[src/rtl/wb_arb_pkg.sv]
// wb_arb_pkg: shared types and helpers for the two-master Wishbone arbiter.
package wb_arb_pkg;

    typedef enum logic {
        IDLE = 1'b0,
        OWN  = 1'b1
    } state_t;

    typedef logic owner_t;

    // Width of the outstanding-strobe counter: must hold 0..max_out
    function automatic int cnt_width(input int max_out);
        return $clog2(max_out + 1);
    endfunction

endpackage

[src/rtl/wb_arb_sel.sv]
// wb_arb_sel: combinational two-request selector; the pointer breaks ties.
module wb_arb_sel
    import wb_arb_pkg::*;
(
    input  logic [1:0] req,
    input  owner_t     ptr,
    output owner_t     winner
);

    // A lone request wins outright; a tie goes to the master named by ptr
    always_comb begin
        winner = 1'b0;
        if (req == 2'b11)
            winner = ptr;
        else if (req == 2'b10)
            winner = 1'b1;
    end

endmodule

[src/rtl/wb_arbiter.sv]
// wb_arbiter: two-master arbiter for classic pipelined Wishbone B4.
// Ownership is granted per CYC and held until the owner drops CYC; an
// outstanding-strobe counter throttles the owner at MAX_OUT in flight.
// Build macro WB_ARB_ROUND_ROBIN_EN: ties in IDLE go to the master not
// granted last. Without it master 0 always wins ties.
module wb_arbiter
    import wb_arb_pkg::*;
#(
    parameter int AW      = 16,
    parameter int DW      = 16,
    parameter int MAX_OUT = 4
) (
    input  logic          clk,
    input  logic          rst,
    input  logic          m0_cyc,
    input  logic          m0_stb,
    input  logic          m0_we,
    input  logic [AW-1:0] m0_adr,
    input  logic [DW-1:0] m0_dat_m,
    output logic [DW-1:0] m0_dat_s,
    output logic          m0_ack,
    output logic          m0_stall,
    input  logic          m1_cyc,
    input  logic          m1_stb,
    input  logic          m1_we,
    input  logic [AW-1:0] m1_adr,
    input  logic [DW-1:0] m1_dat_m,
    output logic [DW-1:0] m1_dat_s,
    output logic          m1_ack,
    output logic          m1_stall,
    output logic          s_cyc,
    output logic          s_stb,
    output logic          s_we,
    output logic [AW-1:0] s_adr,
    output logic [DW-1:0] s_dat_m,
    input  logic [DW-1:0] s_dat_s,
    input  logic          s_ack,
    input  logic          s_stall,
    output logic [1:0]    gnt
);

    localparam int            CW      = cnt_width(MAX_OUT);
    localparam logic [CW-1:0] CNT_MAX = CW'(MAX_OUT);

    state_t        state, state_nxt;
    owner_t        own, own_nxt;
    owner_t        rr_ptr, winner;
    logic [CW-1:0] cnt, cnt_nxt;
    logic          any_req, own_cyc, own_stb, own_we;
    logic [AW-1:0] own_adr;
    logic [DW-1:0] own_dat;
    logic          full, accept, ack_cnt;

    assign any_req = m0_cyc | m1_cyc;
    assign own_cyc = own ? m1_cyc   : m0_cyc;
    assign own_stb = own ? m1_stb   : m0_stb;
    assign own_we  = own ? m1_we    : m0_we;
    assign own_adr = own ? m1_adr   : m0_adr;
    assign own_dat = own ? m1_dat_m : m0_dat_m;

    assign full    = (state == OWN) && (cnt == CNT_MAX);
    assign accept  = s_cyc && s_stb && !s_stall;
    // An ACK with nothing outstanding is not counted, so cnt never wraps
    assign ack_cnt = s_ack && (cnt != '0);

    wb_arb_sel u_sel (
        .req    ({m1_cyc, m0_cyc}),
        .ptr    (rr_ptr),
        .winner (winner)
    );

`ifdef WB_ARB_ROUND_ROBIN_EN
    // Tie pointer moves to the other master on every new grant
    always_ff @(posedge clk or posedge rst) begin
        if (rst)
            rr_ptr <= 1'b0;
        else if (state == IDLE && any_req)
            rr_ptr <= ~winner;
    end
`else
    assign rr_ptr = 1'b0;
`endif

    // State, owner and outstanding counter registers
    always_ff @(posedge clk or posedge rst) begin
        if (rst) begin
            state <= IDLE;
            own   <= 1'b0;
            cnt   <= '0;
        end else begin
            state <= state_nxt;
            own   <= own_nxt;
            cnt   <= cnt_nxt;
        end
    end

    // Grant/release decisions and outstanding-strobe bookkeeping
    always_comb begin
        state_nxt = state;
        own_nxt   = own;
        cnt_nxt   = cnt;
        if (accept && !ack_cnt)
            cnt_nxt = cnt + CW'(1);
        else if (ack_cnt && !accept)
            cnt_nxt = cnt - CW'(1);
        case (state)
            IDLE: begin
                if (any_req) begin
                    state_nxt = OWN;
                    own_nxt   = winner;
                end
            end
            OWN: begin
                // Dropping CYC aborts whatever is still in flight
                if (!own_cyc) begin
                    state_nxt = IDLE;
                    cnt_nxt   = '0;
                end
            end
            default: state_nxt = IDLE;
        endcase
    end

    // Slave-side mux and master responses; non-owners see a stalled bus
    always_comb begin
        s_cyc    = 1'b0;
        s_stb    = 1'b0;
        s_we     = 1'b0;
        s_adr    = '0;
        s_dat_m  = '0;
        gnt      = 2'b00;
        m0_ack   = 1'b0;
        m0_stall = 1'b1;
        m0_dat_s = '0;
        m1_ack   = 1'b0;
        m1_stall = 1'b1;
        m1_dat_s = '0;
        if (state == OWN) begin
            s_cyc   = own_cyc;
            s_stb   = own_stb && !full;
            s_we    = own_we;
            s_adr   = own_adr;
            s_dat_m = own_dat;
            if (own) begin
                gnt      = 2'b10;
                m1_ack   = s_ack;
                m1_stall = s_stall || full;
                m1_dat_s = s_dat_s;
            end else begin
                gnt      = 2'b01;
                m0_ack   = s_ack;
                m0_stall = s_stall || full;
                m0_dat_s = s_dat_s;
            end
        end
    end

endmodule
[config.mk]
export PLATFORM = sky130hd
export DESIGN_NAME = wb_arbiter
export DESIGN_NICKNAME = d
export VERILOG_FILES = /design/src/rtl/wb_arb_pkg.sv /design/src/rtl/wb_arb_sel.sv /design/src/rtl/wb_arbiter.sv
export SDC_FILE = /design/constraint.sdc
export NUM_CORES = 1
export LEC_CHECK = 0
export BUFFER_PORTS_ARGS = -buffer_cell sky130_fd_sc_hd__buf_4
export CAP_MARGIN = 20
export CORE_UTILIZATION = 30
export CTS_CLUSTER_DIAMETER = 200
export DETAILED_ROUTE_END_ITERATION = 6
export GPL_TIMING_DRIVEN = 0
export PLACE_DENSITY = 0.77
export REMOVE_ABC_BUFFERS = 1
export SLEW_MARGIN = 20
export SYNTH_ARGS = -nofsm -noshare
export SYNTH_HDL_FRONTEND = slang
export SYNTH_SLANG_ARGS = --single-unit
[constraint.sdc]
create_clock -name clk -period 2.1 [get_ports clk]
set_input_delay 0.42 -clock clk [delete_from_list [all_inputs] [get_ports clk]]
set_output_delay 0.42 -clock clk [all_outputs]
set_load 0.01 [all_outputs]
==> metrics.md, run 1 <==
| Metric | Value |
|---|---|
| Final Setup Violations | `0` |
| R2R Path End | `cnt[1]` |
| Initial antenna violation count | `0` |
| Status | `finished, final reports clean` |
| Critical Path AT | `1560 ps` |
| Core Util, Final | `73.68%` |
| Initial Utilization | `32.28%` |
| Layout Cells excl Fill | `370` |
| Max IR drop VDD | `0.4530 mV` |
| Worst path slowest cell | `dfrtp_4` |
| Post-Place Setup Slack | `-929.5 ps` |
| Crit path max fanout | `25` |
| Placed cell count | `354` |
| Most frequent cells in the layout | `buf_4, nor2_1, mux2i_1` |
| Crit path depth | `3` |
| Fin area | `0.002536 mm^2` |
| Seq cells post-synth | `5` |
| Largest family of logic cells by synthesized area | `simple AND/OR/NAND/NOR gates` |
| Yosys warns | `0` |
| Total track usage | `25.63%` |
| Crit path from | `state` |
| CTS Buffer Depth | `2` |
| Period utilization | `94.22%` |
| Worst Path Required | `1680 ps` |
| Setup WS post-layout | `121.3 ps` |
| CP Class | `reg -> out` |
| Die area | `0.003951 mm^2` |
| Hpwl dp | `3992 um` |
| Final Hold Fails | `0` |
| Static leakage | `0.001456 uW` |
| Commonest non-fill, non-tap cell in the layout | `buf_4` |
| Clk Latency, worst-skew pair | `220 ps` |
| Largest net degree at the start of global routing | `29` |
| CTS tree | `built` |
| CP max stage delay | `580 ps` |
| Worst Reg2Reg Path Length in Cells | `7` |
| Ports | `163` |
| Area taken by multi-input logic gates | `915.9 um^2` |
| End of the critical path | `s_adr[15]` |
| Synthesized area | `0.001111 mm^2` |
| Worst Setup End Kind | `output port` |
| Fin Clk Skew | `6.555 ps` |
| Residual DRC | `0` |
| CTS Buf Count | `3` |
| Clock-pin slew on the worst setup and hold paths | `40 ps` |
| Slew Viols, Final | `0` |
| Routed length per instance | `14.39 um` |
| Total Wirelength | `5325 um` |
| Final Hold Slack | `98.20 ps` |
| Cell breakdown of the critical path | `clkinvlp_4 -> nor2_1 -> buf_4` |
| Port bufs | `162` |
| Gpl congestion | `0.8150` |
| Worst Max-Slew Pin Slew | `569.0 ps` |
| # rows | `21` |
| Ant diodes | `0` |
| Nets | `418` |
| Yosys cell types | `25` |
| Placement Cell Area | `0.002332 mm^2` |
| FILL cells | `338` |
| Setup slack, reg-to-reg | `200 ps` |
| Post-synthesis average cell area | `6.988 um^2` |
| Vias in the first global route | `1695` |
| Hold crit path type | `in -> async` |
| Number of max-cap violations | `0` |
| Seq/Total Area, Yosys | `11.26%` |
| Post-Synth Adder-Cell Area | `3.378%` |
| Cell Pwr Density | `722.2 mW/mm^2` |
| Compound-Gate Fraction of Synth Area | `7.883%` |
| Post-synthesis mux area share | `31.98%` |
| TritonCTS Sinks | `5` |
| Iteration count of the initial detailed-routing pass | `4` |
| Vias | `1749` |
| H-tree levels | `1` |
| GR Overflow Total | `0` |
| Fraction of layout cells with a size suffix above 1 | `56.79%` |
| Synth Area in XOR/XNOR | `1.577%` |
| Fmax | `505.4 MHz` |
| Reg2reg start | `cnt[0]` |
| Gate Count Post-Synth | `159` |
| Worst setup SP type | `flop` |
| FF/Latch Area | `132.6 um^2` |
| First-pass GRT wire length | `8031 um` |
| DRT antenna net count | `0` |
| Final Critical Period | `1979 ps` |
| Vias/cell | `4.727` |
| Drt initial violations | `45` |
| CP top delay family | `flip-flops` |
| Bufs and invs on worst path | `2` |
| Die Height | `62.86 um` |
| CTS root buf | `clkbuf_8` |
| Die W | `62.86 um` |
| Max-slew headroom at the worst pin | `61.67%` |
| Area grow syn2layout | `128.3%` |
| Core Region | `0.003442 mm^2` |
| Simple-gate share of the synthesized area | `36.82%` |
flip-flops by register name, summed over array words and instances (netlist names):
| signal | flops |
|---|---|
| cnt | 3 |
| own | 1 |
| state | 1 |
repair_timing:
| item | CTS | global route |
|---|---|---|
| pin swaps | 1 | 0 |
| setup endpoints to repair | 56 | 9 |
| hold buffers | 0 | 0 |
| setup buffers | 5 | 5 |
| resized for setup | 6 | 2 |
| gates cloned | 2 | 0 |
logic make-up after synthesis:
group,Yosys count
mux,35
xor+xnor,2
compound gates,14
simple gates,81
fa+ha+maj,3
flops,5
buf+inv,19
synthesized netlist by cell type (all sizes together):
cell type	n	share of area, %
xnor2	2	1.6
mux2i	34	31
buf	4	2.0
o21ai	2	0.90
nand2	5	1.7
and4bb	1	1.1
o31ai	1	0.68
nor2	36	12
dfrtp	5	11
nor3b	1	0.68
o21a	1	0.68
a2111oi	1	0.79
nor3	2	0.90
inv	6	2.0
mux2	1	1.0
clkbuf	9	3.0
and2	18	10
ha	3	3.4
a21boi	2	1.4
a21oi	6	2.7
and3	18	10
a211o	1	0.79
per-layer routing:
layer	track usage (%)	routed length (um)
met5	0	0
met4	11.34	188
met2	50.14	2770
met3	6.022	439
met1	25.05	1928
layout make-up:
cell class                      instances  share of cell area [%]
Tap cell                               46                   2.269
Timing Repair Buffer                  172                   52.98
Timing Repair inverter                  2                  0.5920
Clock buffer                            4                   1.776
Sequential cell                         5                   5.229
Inverter                                6                   1.036
Multi-Input combinational cell        135                   36.11
report_power, final:
| part | switching (uW) | total, uW | leakage, uW | internal [uW] |
|---|---|---|---|---|
| Sequential | 72.5 | 212 | 0.0000601 | 139 |
| Combinational | 658 | 1440 | 0.00137 | 785 |
| Clock | 46.7 | 177 | 0.0000228 | 130 |
| Total | 778 | 1830 | 0.00146 | 1050 |
worst min path at each step:
stage	to	slack (ps)	cells past startpoint
global placement	own	320	2
CTS	own	100	2
global route	own	100	2
finish	own	100	2
detailed placement	own	330	2
floorplan	cnt[0]	200	1
stage by stage:
step,TNS (ps),total power (uW)
floorplan,-26660,879.3
global placement,-70430,1476
detailed placement,-21790,1474
CTS,0,1777
global route,-9.383,1967
finish,0,1832
No activity file was read; power rests on OpenSTA's default activity.
==> run 2: changes to the inputs <==
--- a/config.mk
+++ b/config.mk
@@ -7,13 +7,15 @@
 export LEC_CHECK = 0
 export BUFFER_PORTS_ARGS = -buffer_cell sky130_fd_sc_hd__buf_4
 export CAP_MARGIN = 20
-export CORE_UTILIZATION = 30
+export CORE_UTILIZATION = 32
 export CTS_CLUSTER_DIAMETER = 200
 export DETAILED_ROUTE_END_ITERATION = 6
 export GPL_TIMING_DRIVEN = 0
-export PLACE_DENSITY = 0.77
+export MAX_ROUTING_LAYER = met4
+export PLACE_DENSITY = 0.78
 export REMOVE_ABC_BUFFERS = 1
 export SLEW_MARGIN = 20
 export SYNTH_ARGS = -nofsm -noshare
 export SYNTH_HDL_FRONTEND = slang
+export SYNTH_HIERARCHICAL = 1
 export SYNTH_SLANG_ARGS = --single-unit
==> run 2 against run 1 <==
Net effect: first-iteration DRC count up 110%; setup slack improved by 46 ps; via count increased by 0.86%; fmax grew 2.4%; core utilization decreased by 2.8 points; sequential power decreased by 8%; die area increased by 2.5%; synthesized cell count increased by 0.63%; clock skew decreased by 6.2 ps; critical endpoint is now m0_dat_s[6]; largest cell class unchanged; largest power group unchanged.
==> metrics.md, run 2 <==
| Metric | Value |
|---|---|
| CP max stage delay | `590 ps` |
| Cell Pwr Density | `689.8 mW/mm^2` |
| Critical Path AT | `1510 ps` |
| Fraction of layout cells with a size suffix above 1 | `55.63%` |
| Worst setup SP type | `flop` |
| Drt initial violations | `94` |
| Die area | `0.004051 mm^2` |
| Slew Viols, Final | `0` |
| CTS Buffer Depth | `2` |
| CTS Buf Count | `3` |
| Cell breakdown of the critical path | `nor2b_4 -> and2_1 -> buf_4` |
| CP top delay family | `flip-flops` |
| Main synth FF type | `dfrtp_1` |
| Yosys cell types | `26` |
| Fmax | `517.5 MHz` |
| RSZ-0062 raised after global routing | `false` |
| Die W | `63.65 um` |
| DRT antenna net count | `0` |
| Vias | `1764` |
| Cell with the most instances after synthesis | `nor2b_1` |
| Worst Path Required | `1680 ps` |
| Nets | `414` |
| Top cell type by total area after synthesis | `mux2i_1` |
| Yosys warns | `6` |
| Final Hold Fails | `0` |
| Area grow syn2layout | `113.5%` |
| Yosys top cell area share | `27.98%` |
| Ports | `163` |
| TritonCTS Sinks | `5` |
| Final Critical Period | `1932 ps` |
| Reg2reg start | `cnt[0]` |
| Largest regs | `cnt (3), own (1), state (1)` |
| Iteration count of the initial detailed-routing pass | `6` |
| Synthesized area | `0.001216 mm^2` |
| Gate Count Post-Synth | `160` |
| Post-synth EDFFs | `0` |
| Core Util, Final | `70.92%` |
| R2R Path End | `cnt[2]` |
| CP Class | `reg -> out` |
| Static leakage | `0.001451 uW` |
| Worst Setup End Kind | `output port` |
| Post-synthesis average cell area | `7.601 um^2` |
| Setup slack, reg-to-reg | `240 ps` |
| Initial Utilization | `33.22%` |
| Final Setup Violations | `0` |
| Seq/Total Area, Yosys | `10.29%` |
| Largest register FFs | `3` |
| Synth area leaders | `mux2i_1, nor2b_1, and2_1` |
| First-pass GRT wire length | `7334 um` |
| Reg with most FFs | `cnt` |
| Fin Clk Skew | `0.3090 ps` |
| Clock-pin slew on the worst setup and hold paths | `30 ps` |
| Bufs and invs on worst path | `1` |
| Core Region | `0.003661 mm^2` |
| Period utilization | `92.01%` |
| Cts hold-fix bufs | `0` |
| Vias/cell | `4.793` |
| Clk Latency, worst-skew pair | `220 ps` |
| Worst path slowest cell | `dfrtp_4` |
| # rows | `22` |
| Total Wirelength | `5301 um` |
| Status | `finished, final reports clean` |
| Total track usage | `23.59%` |
| Post-synthesis mux area share | `30.14%` |
| Port bufs | `162` |
| Seq cells post-synth | `5` |
| Final Hold Slack | `95.34 ps` |
| Most frequent cells in the layout | `buf_4, mux2i_1, nor2b_1` |
| Compound-Gate Fraction of Synth Area | `4.938%` |
| Crit path max fanout | `29` |
| Worst Reg2Reg Path Length in Cells | `7` |
| Post-synth top cells | `nor2b_1, mux2i_1, and2_1` |
| Synth Area in XOR/XNOR | `1.440%` |
| Commonest non-fill, non-tap cell in the layout | `buf_4` |
| Largest family of logic cells by synthesized area | `simple AND/OR/NAND/NOR gates` |
| Ant diodes | `0` |
| H-tree levels | `1` |
| Simple-gate share of the synthesized area | `43.62%` |
| Vias in the first global route | `1494` |
| GR Overflow Total | `0` |
| CTS tree | `built` |
| Hold crit path type | `in -> async` |
| Residual DRC | `0` |
| Largest net degree at the start of global routing | `57` |
| CTS root buf | `clkbuf_8` |
| Routed length per instance | `14.40 um` |
| Fraction of registers with async set/reset | `100.0%` |
| Initial antenna violation count | `0` |
| Hpwl dp | `3984 um` |
| Max IR drop VDD | `0.7393 mV` |
| Post-Synth Adder-Cell Area | `3.086%` |
| Crit path depth | `3` |
| Post-route setup TNS | `0 ps` |
| Gpl congestion | `0.7299` |
| Number of max-cap violations | `0` |
| Die Height | `63.65 um` |
run 2: cell count changes after synthesis, sizes merged, moves of 2 or more:
cell,previous run,this run
a21oi,6,3
and2,18,20
nand2,5,3
nor2,36,5
nor2b,0,35
run 2: timing repair:
action,CTS,global route
resized for setup,3,0
endpoints found under the hold margin,0,0
buffers inserted,2,5
endpoints found under the setup margin,23,19
run 2: how the worst max path moves through the flow:
stage / start / end / slack, ps
after detailed placement: state / m0_dat_s[5] / -280
after global routing: state / m0_dat_s[5] / 90
final: state / m0_dat_s[6] / 170
after CTS: state / m0_dat_s[5] / 50
after floorplan: own / cnt[2] / -760
after global placement: own / m0_dat_s[6] / -1420
run 2: layout make-up:
cell class	instances	area (um^2)
clock buffers	4	45.04
fillers	341	1065
inverters	5	18.77
multi-input cells	137	1023
flip-flops and latches	5	132.6
well taps	48	60.06
repair buffers	169	1316
run 2: metal layers:
layer	track usage [%]	share of wire [%]	vias to the layer above
li1	-	-	858
met3	7.790	10	7
met4	3.409	0.72	0
met5	-	0	-
met1	25.92	39	804
met2	41.76	50	95
run 2: cells by family (layout without fill, tap and decap cells):
logic type	after synthesis	in the layout
XOR/XNOR	2	2
multiplexers	36	36
buffers and inverters	18	178
adder cells (fa/ha/maj)	3	3
flip-flops	5	5
AND/OR/NAND/NOR	86	86
other	1	1
AO/OA/AOI/OAI	9	9
run 2: worst reg2reg max path: cells and delay by family, from the launching register on:
| kind | cells | cell delay [ps] |
|---|---|---|
| AND/OR/NAND/NOR | 3 | 730 |
| adder cells (fa/ha/maj) | 1 | 200 |
| flip-flops | 1 | 390 |
| buffers and inverters | 1 | 100 |
| AO/OA/AOI/OAI | 2 | 380 |
run 2: per-stage QoR:
step                      area, um^2  instances  power [uW]  worst slack (ps)
after detailed placement        2441        357        1473            -279.8
after CTS                       2539        363        1728             47.12
after global placement          2436        357        1480             -1424
final                           2596        368        1791             167.8
after global routing            2596        368        1907             87.30
after floorplan                 1160        147       887.7            -756.9
run 2: power breakdown:
group          internal (uW)  switching (uW)
combinational            791             627
sequential               136            59.7
clock                    130            47.6
